`config.mk`:
```
export PLATFORM = sky130hd
export DESIGN_NAME = rgb_pwm_sequencer
export DESIGN_NICKNAME = d
export VERILOG_FILES = /design/src/rtl/rgb_pwm_pkg.sv /design/src/rtl/rgb_pwm_channel.sv /design/src/rtl/rgb_pwm_sequencer.sv
export SDC_FILE = /design/constraint.sdc
export NUM_CORES = 1
export LEC_CHECK = 0
export CORE_MARGIN = 2
export CORE_UTILIZATION = 30
export DETAILED_ROUTE_END_ITERATION = 7
export SYNTH_ARGS = -nofsm -noshare
export SYNTH_HDL_FRONTEND = slang
export SYNTH_HIERARCHICAL = 1
export SYNTH_SLANG_ARGS = --single-unit
```
`constraint.sdc`:
```
create_clock -name clk -period 6.55 [get_ports clk]
set_clock_uncertainty 0.15 [all_clocks]
set_input_delay 1.6375 -clock clk [delete_from_list [all_inputs] [get_ports clk]]
set_output_delay 1.6375 -clock clk [all_outputs]
set_load 0.05 [all_outputs]
```
`src/rtl/rgb_pwm_pkg.sv`:
```
// Shared types and helpers for the RGB PWM colour sequencer.
// Holds the controller state encoding, channel indices and the colour-code decode.
package rgb_pwm_pkg;

    typedef enum logic {
        IDLE = 1'b0,
        FADE = 1'b1
    } state_e;

    localparam int CH_RED   = 0;
    localparam int CH_GREEN = 1;
    localparam int CH_BLUE  = 2;

    // Unlit channels go dark; lit channels go to full or half brightness depending on the bright bit.
    function automatic logic [31:0] decode_target(input logic chanOn, input logic bright, input int pwmW);
        logic [31:0] result;
        if (!chanOn) begin
            result = 32'd0;
        end else if (bright) begin
            result = (32'd1 << pwmW) - 32'd1;
        end else begin
            result = 32'd1 << (pwmW - 1);
        end
        return result;
    endfunction

endpackage

```
`src/rtl/rgb_pwm_channel.sv`:
```
// One PWM channel: latched target, current duty that fades toward it,
// and the registered compare that drives the output pin.
module rgb_pwm_channel #(
    parameter int PWM_W = 8,
    parameter int STEP  = 16
) (
    input  logic             clk,
    input  logic             rst_n,
    input  logic             load_i,
    input  logic [PWM_W-1:0] target_i,
    input  logic             step_i,
    input  logic [PWM_W-1:0] cnt_i,
    input  logic             enable_i,
    output logic             pwm_o,
    output logic             done_o
);

    localparam logic [PWM_W-1:0] STEP_V = PWM_W'(STEP);

    logic [PWM_W-1:0] target_q, target_d;
    logic [PWM_W-1:0] duty_q, duty_d;
    logic             pwm_q, pwm_d;
    logic [PWM_W-1:0] stepped;

    // Step toward the target, landing exactly on it when less than one step away.
    always_comb begin
        target_d = target_q;
        duty_d   = duty_q;
        stepped  = duty_q;
        if (duty_q < target_q) begin
            stepped = ((target_q - duty_q) > STEP_V) ? (duty_q + STEP_V) : target_q;
        end else if (duty_q > target_q) begin
            stepped = ((duty_q - target_q) > STEP_V) ? (duty_q - STEP_V) : target_q;
        end
        if (load_i) begin
            target_d = target_i;
        end
        if (step_i) begin
            duty_d = stepped;
        end
        pwm_d = enable_i && (cnt_i < duty_q);
    end

    always_ff @(posedge clk or negedge rst_n) begin
        if (!rst_n) begin
            target_q <= '0;
            duty_q   <= '0;
            pwm_q    <= 1'b0;
        end else begin
            target_q <= target_d;
            duty_q   <= duty_d;
            pwm_q    <= pwm_d;
        end
    end

    assign pwm_o  = pwm_q;
    assign done_o = (stepped == target_q);

endmodule

```
`src/rtl/rgb_pwm_sequencer.sv`:
```
// RGB PWM colour sequencer: accepts a colour code, then fades every channel
// toward its decoded brightness one step per PWM period.
module rgb_pwm_sequencer
    import rgb_pwm_pkg::*;
#(
    parameter int CODE_W = 4,
    parameter int NCH    = 3,
    parameter int PWM_W  = 8,
    parameter int STEP   = 16
) (
    input  logic              clk,
    input  logic              rst_n,
    input  logic [CODE_W-1:0] code,
    input  logic              code_valid,
    output logic              code_ready,
    input  logic              enable,
    output logic [NCH-1:0]    pwm_out,
    output logic              busy
);

    state_e           state_q, state_d;
    logic [PWM_W-1:0] cnt_q, cnt_d;
    logic             wrapCycle;
    logic             acceptCode;
    logic             stepEn;
    logic             allDone;
    logic [NCH-1:0]   doneVec;
    logic [PWM_W-1:0] targetVec [NCH];

    assign wrapCycle  = (cnt_q == {PWM_W{1'b1}});
    assign acceptCode = code_valid && (state_q == IDLE);
    assign stepEn     = (state_q == FADE) && wrapCycle;
    assign allDone    = &doneVec;

    // Fades finish on the period boundary where every channel has just reached its target.
    always_comb begin
        state_d = state_q;
        cnt_d   = cnt_q + 1'b1;
        case (state_q)
            IDLE: if (acceptCode) state_d = FADE;
            FADE: if (wrapCycle && allDone) state_d = IDLE;
            default: state_d = IDLE;
        endcase
    end

    always_ff @(posedge clk or negedge rst_n) begin
        if (!rst_n) begin
            state_q <= IDLE;
            cnt_q   <= '0;
        end else begin
            state_q <= state_d;
            cnt_q   <= cnt_d;
        end
    end

    assign code_ready = (state_q == IDLE);
    assign busy       = (state_q == FADE);

    for (genvar c = 0; c < NCH; c++) begin : gen_ch
        assign targetVec[c] = PWM_W'(decode_target(code[c], code[CODE_W-1], PWM_W));

        rgb_pwm_channel #(
            .PWM_W (PWM_W),
            .STEP  (STEP)
        ) u_channel (
            .clk      (clk),
            .rst_n    (rst_n),
            .load_i   (acceptCode),
            .target_i (targetVec[c]),
            .step_i   (stepEn),
            .cnt_i    (cnt_q),
            .enable_i (enable),
            .pwm_o    (pwm_out[c]),
            .done_o   (doneVec[c])
        );
    end

endmodule

```
# Word level (Yosys, flattened, before mapping)
# Cells that the tools add are included.
[word_totals]
ff_bits = 60
output_inout_bits = 5
elab_cells = 70
[op_classes]
addsub = 13
order_cmp = 15
eq_ne = 4
mux = 19
bitwise = 1
n_reduce_logical = 7
[ops]
columns = ["operator", "n"]
rows = [
  ["8-bit two-way mux", 15],
  ["8-bit by 5-bit > comparator with 1-bit output (second input constant)", 6],
  ["8-bit < comparator", 6],
  ["8-bit subtractor", 6],
  ["8-bit by 5-bit adder with 8-bit output (second input constant)", 3],
  ["8-bit == test", 3],
  ["8-bit > comparator", 3],
  ["8-bit by 5-bit subtractor with 8-bit output (second input constant)", 3],
  ["8-bit by 1-bit adder with 8-bit output (second input constant)", 1],
  ["8-bit == test (second input constant)", 1],
  ["7-bit two-way mux", 1],
  ["1-bit logical AND", 6],
  ["3-bit AND reduction", 1],
  ["1-bit two-way mux", 2],
  ["1-bit case mux with 2 select lines", 1],
  ["1-bit inverter", 1],
]

# Logic depth before layout (Yosys ltp)
[depth]
word_depth = 10
mapped_depth = 15
ltp_nobuf = 15

# Modules after synthesis
# The synthesis kept the hierarchy.
[by_module_without_submodules]
columns = ["module", "n_inst", "cells_each", "area_per_inst_um2"]
rows = [
  ["rgb_pwm_channel", 3, 248, 2031.9],
  ["rgb_pwm_sequencer", 1, 35, 394.1],
]

# Worst setup path before layout
# OpenSTA, ideal clock, no wires.
[synth_timing]
kind = "register to register"
from = "reg gen_ch[2].u_channel.target_q[0]"
to = "reg state_q, in the netlist busy"
arrival_time_ns = 2.810
path_slack_ns = 3.469
stages_incl_launch_ff = 16
path_buffers = 0
period_less_slack_ns = 3.081
cell_sequence = "dfrtp_1 -> inv_1 -> ha_1 -> inv_1 -> fa_1 -> a211oi_2 -> nor2_1 -> xor2_1 -> a211oi_2 -> a21o_2 -> or3_1 -> o2111ai_1 -> a2111oi_2 -> nand4_1 -> nor3_1 -> nor2_1"
[synth_between]
elab_chain_len = 10
elab_cells_between_ends = 15
classes_between = "add/sub: 2; order compare: 4; eq/ne: 1; mux: 6; reduce/logical: 2"
[synth_lines]
columns = ["element", "line", "source"]
rows = [
  ["start: declaration", "rgb_pwm_channel.sv:20", "logic [PWM_W-1:0] target_q, target_d;"],
  ["start signal: assignment", "rgb_pwm_channel.sv:50", "target_q <= target_d;"],
  ["8-bit subtractor", "rgb_pwm_channel.sv:33", "stepped = ((duty_q - target_q) > STEP_V) ? (duty_q - STEP_V) : target_q;"],
  ["8-bit by 5-bit > comparator with 1-bit output", "rgb_pwm_channel.sv:33", ""],
  ["8-bit two-way mux", "rgb_pwm_channel.sv:33", ""],
  ["8-bit two-way mux", "rgb_pwm_channel.sv:32", "end else if (duty_q > target_q) begin"],
  ["8-bit two-way mux", "rgb_pwm_channel.sv:30", "if (duty_q < target_q) begin"],
  ["8-bit == test *", "rgb_pwm_channel.sv:57", "assign done_o = (stepped == target_q);"],
  ["net doneVec[2]", "rgb_pwm_sequencer.sv:27", "logic [NCH-1:0] doneVec;"],
  ["3-bit AND reduction *", "rgb_pwm_sequencer.sv:33", "assign allDone = &doneVec;"],
  ["1-bit logical AND *", "rgb_pwm_sequencer.sv:41", "FADE: if (wrapCycle && allDone) state_d = IDLE;"],
  ["1-bit two-way mux *", "rgb_pwm_sequencer.sv:41", ""],
  ["1-bit case mux with 2 select lines *", "rgb_pwm_sequencer.sv:39", "case (state_q)"],
  ["net state_d", "rgb_pwm_sequencer.sv:21", "state_e state_q, state_d;"],
  ["end signal: assignment", "rgb_pwm_sequencer.sv:51", "state_q <= state_d;"],
  ["end: declaration", "rgb_pwm_sequencer.sv:21", ""],
]
# The timed path passes the listed nets; every way through them passes the cells marked *.
# A chain may end at the register's enable or synchronous reset.

# Worst setup path in the final report
[layout_timing]
from = "reg gen_ch[1].u_channel.target_q[0]"
to = "reg state_q, in the netlist busy"
[layout_between]
elab_chain_len = 10
elab_cells_between_ends = 15
classes_between = "add/sub: 2; order compare: 4; eq/ne: 1; mux: 6; reduce/logical: 2"
[layout_lines]
columns = ["element", "line"]
rows = [
  ["start: declaration", "rgb_pwm_channel.sv:20"],
  ["start signal: assignment", "rgb_pwm_channel.sv:50"],
  ["8-bit subtractor", "rgb_pwm_channel.sv:33"],
  ["8-bit by 5-bit > comparator with 1-bit output", "rgb_pwm_channel.sv:33"],
  ["8-bit two-way mux", "rgb_pwm_channel.sv:33"],
  ["8-bit two-way mux", "rgb_pwm_channel.sv:32"],
  ["8-bit two-way mux", "rgb_pwm_channel.sv:30"],
  ["8-bit == test *", "rgb_pwm_channel.sv:57"],
  ["net doneVec[1]", "rgb_pwm_sequencer.sv:27"],
  ["3-bit AND reduction *", "rgb_pwm_sequencer.sv:33"],
  ["1-bit logical AND *", "rgb_pwm_sequencer.sv:41"],
  ["1-bit two-way mux *", "rgb_pwm_sequencer.sv:41"],
  ["1-bit case mux with 2 select lines *", "rgb_pwm_sequencer.sv:39"],
  ["net state_d", "rgb_pwm_sequencer.sv:21"],
]
# Marked as above.

==> results.tsv <==
stage	metric	value	unit
sta	worst slew pin tran	0.8323	ns
final_layout	nets	859	
floorplan	Initial Util	0.3068	
power	leakage	3.057	nW
final_layout	most frequent cells in the layout	ha_1 (73), inv_1 (68), nand2_1 (64), dfrtp_1 (60), nor2_1 (51)	
routing	DR vias/cell	5.359	
floorplan	Cell Rows	53	
synth	synth top area cells	dfrtp_1 (23%), ha_1 (14%), xor2_1 (4.2%), inv_1 (3.9%), nand2_1 (3.7%)	
final_layout	Antenna Cells	0	
synth	Syn Nets	863	
sta	RSZ-0062 raised after global routing	no	
sta	Fin. Hold Viols	0	
routing	Detail Route Antenna Nets	0	
floorplan	die height	151.1	um
global_routing	initial antenna violation count	0	
floorplan	Die W	151.1	um
sta	Worst slew margin	0.4451	
synth	Top FF cell, synth	dfrtp_1	
clocking	CTS root buf	clkbuf_16	
synth	Yosys top cell area share	0.2313	
critical_path	crit path max fanout	7	
global_routing	Tot GR Track Use	0.1509	
global_routing	met2 usage	0.2452	
clocking	setup bufs post-CTS	0	
placed_design	DP Area	0.006799	mm^2
sta	Slew Viols, Final	0	
clocking	Max Buffers Root-to-Sink	2	
sta	Setup TNS	0	ns
synth	FFs w/ async S/R, synth	1.000	
floorplan	# IOs	13	
placed_design	placed cells	1039	
run	max cap viols	0	
synth	largest area contributor in the netlist	dfrtp_1	
synth	post-synthesis sequential area ratio	0.2313	
final_layout	FILL cells	2204	
final_layout	most common cell after layout, fill and taps aside	ha_1	
critical_path	Setup CP Type	flop to flop	
global_routing	largest net degree at the start of global routing	61	
clocking	Clock transition at path regs	0.05	ns
placed_design	Routability Congestion	0.8567	
synth	Synth Cell Area	0.006490	mm^2
routing	drt drc	0	
global_routing	met3 usage	0.01898	
placed_design	setup slack at placement	2.884	ns
global_routing	met1 usage	0.2102	
critical_path	CP max stage cell	a2111oi_2	
power	Pwr Total	0.001272	W
synth	Yosys warnings	6	
sta	Setup-failing EPs final	0	
clocking	CTS tree	done	
placed_design	dpl hpwl	12150	um
clocking	post-cts repair resize count	0	
critical_path	worst endpoint required time	6.62	ns
synth	post-synthesis area per instance	8.331	um^2
final_layout	P&R area growth vs syn	9.157	%
routing	iteration count of the initial detailed-routing pass	5	
min_path	Worst Hold Class	flop to flop	
critical_path	Buf/Inv on CP	2	
final_layout	Final Non-Filler Cells	1054	
critical_path	startpoint types	flop	
critical_path	crit-path cells	inv_1, ha_1, inv_1, fa_1, a211oi_2, nor2_1, xor2_1, a211oi_2, a21o_2, or3_1, o2111ai_1, a2111oi_2, nand4_1, nor3_1, nor2_1	
clocking	clk sink count	60	
critical_path	Largest stage delay, worst path	0.51	ns
floorplan	die area	0.02283	mm^2
synth	Cell variety after synth	60	
clocking	total CTS buffers	9	
routing	drt total wl	16310	um
critical_path	Worst R2R Setup Slack	2.88	ns
status	status	finished clean	
sta	crit path time final	3.671	ns
critical_path	CP top delay family	compound AO/OA/AOI/OAI gates	
sta	final worst path period share	0.5604	
clocking	Post-CTS Hold Buffers	0	
power	Peak supply drop	0.1105	mV
final_layout	layout cells sized above 1	0.08601	
routing	drt initial violations	475	
synth	Post-synth EDFFs	0	
global_routing	GR peak layer	met2	
critical_path	Arr. time, crit path	3.74	ns
floorplan	core area	0.02115	mm^2
sta	Max Clk Rate	0.2724	GHz
routing	WL/cell	15.47	um
global_routing	global-route wire length before repair	27700	um
synth	cells after synthesis	779	
power	Power Dens Cells	179.5	mW/mm^2
routing	Vias	5648	
clocking	H-tree depth	3	
sta	PnR worst setup slack	2.879	ns
placed_design	number of port buffers	12	
clocking	Clock Latency Late Sink	0.33	ns
critical_path	CP endpoint kind	flop	
final_layout	design area	0.007084	mm^2
global_routing	total grt overflow	0	
synth	post-synthesis sequential element count	60	
global_routing	number of global-route vias before repair	5514	
==> worst register-to-register path, stage by stage, from the launching register on <==
cell,delay [ns]
dfrtp_1,0.40
inv_1,0.11
ha_1,0.19
inv_1,0.06
fa_1,0.41
a211oi_2,0.25
nor2_1,0.09
xor2_1,0.16
a211oi_2,0.34
a21o_2,0.27
or3_1,0.14
o2111ai_1,0.13
a2111oi_2,0.51
nand4_1,0.15
nor3_1,0.15
nor2_1,0.06
==> per-stage QoR <==
stage                     utilization  hold slack (ns)
after floorplan                     -           0.3094
final                          0.3349           0.4041
after CTS                      0.3349           0.4168
after global placement         0.3214           0.3892
after global routing           0.3349           0.4356
after detailed placement       0.3214           0.3989
==> routing by layer <==
layer  wire length, um  vias up
li1                  -     2807
met1              8191     2698
met2              7378      128
met3               567       15
met4               171        0
met5                 0        -
==> flip-flops by register name (all words and copies together), names as in the netlist <==
| signal | count |
|---|---|
| gen_ch.u_channel/target_q | 24 |
| busy | 1 |
| gen_ch.u_channel/duty_q | 24 |
| gen_ch.u_channel/pwm_o | 3 |
| cnt_q | 8 |
==> report_power, final <==
group	internal (W)	total [W]	leakage, nW	switching (W)
combinational	0.000150	0.000395	2.14	0.000245
clock	0.000302	0.000469	0.140	0.000167
sequential	0.000389	0.000408	0.776	0.0000189
==> logic make-up (layout without fill, tap and decap cells) <==
family / Yosys count / in the layout / synth area share
AO/OA/AOI/OAI: 228 / 228 / 0.2603
flip-flops: 60 / 60 / 0.2313
adder cells (fa/ha/maj): 76 / 76 / 0.1500
XOR/XNOR: 54 / 54 / 0.07287
AND/OR/NAND/NOR: 248 / 248 / 0.1947
buffers and inverters: 98 / 98 / 0.06709
multiplexers: 15 / 15 / 0.02371
==> cell usage after synthesis, types with 18 or more instances <==
cell type	instances
ha_1	73
inv_1	68
nand2_1	64
dfrtp_1	60
nor2_1	51
o21ai_0	45
a21oi_1	42
xor2_1	31
nand3_1	29
xnor2_1	23
a21o_1	21
nand2b_1	18
==> path summary, 6_finish.rpt <==
kind                       depth (start not counted)                                           to                                   startpoint
hold reg to reg                                    1                           cnt_q[0]$_DFF_PN0_                           cnt_q[0]$_DFF_PN0_
min in group asynchronous                          2    gen_ch[1].u_channel/duty_q[5]$_DFFE_PN0P_                                        rst_n
setup / recovery                                  15                               busy$_DFF_PN0_  gen_ch[1].u_channel/target_q[0]$_DFFE_PN0P_
hold / removal                                     1                           cnt_q[0]$_DFF_PN0_                           cnt_q[0]$_DFF_PN0_
max in group asynchronous                          2  gen_ch[1].u_channel/target_q[4]$_DFFE_PN0P_                                        rst_n
setup reg to reg                                  15                               busy$_DFF_PN0_  gen_ch[1].u_channel/target_q[0]$_DFFE_PN0P_
==> final cells by class <==
type | instances | area [um^2] | area share
repair buffers | 15 | 137.6 | 0.01943
clock buffers | 13 | 250.2 | 0.03532
flip-flops and latches | 60 | 1501 | 0.2119
multi-input cells | 621 | 4561 | 0.6438
well taps | 275 | 344.1 | 0.04857
clock inverters | 2 | 35.03 | 0.004945
inverters | 68 | 255.2 | 0.03603
Note: power is estimated with default switching activity, not from simulation.
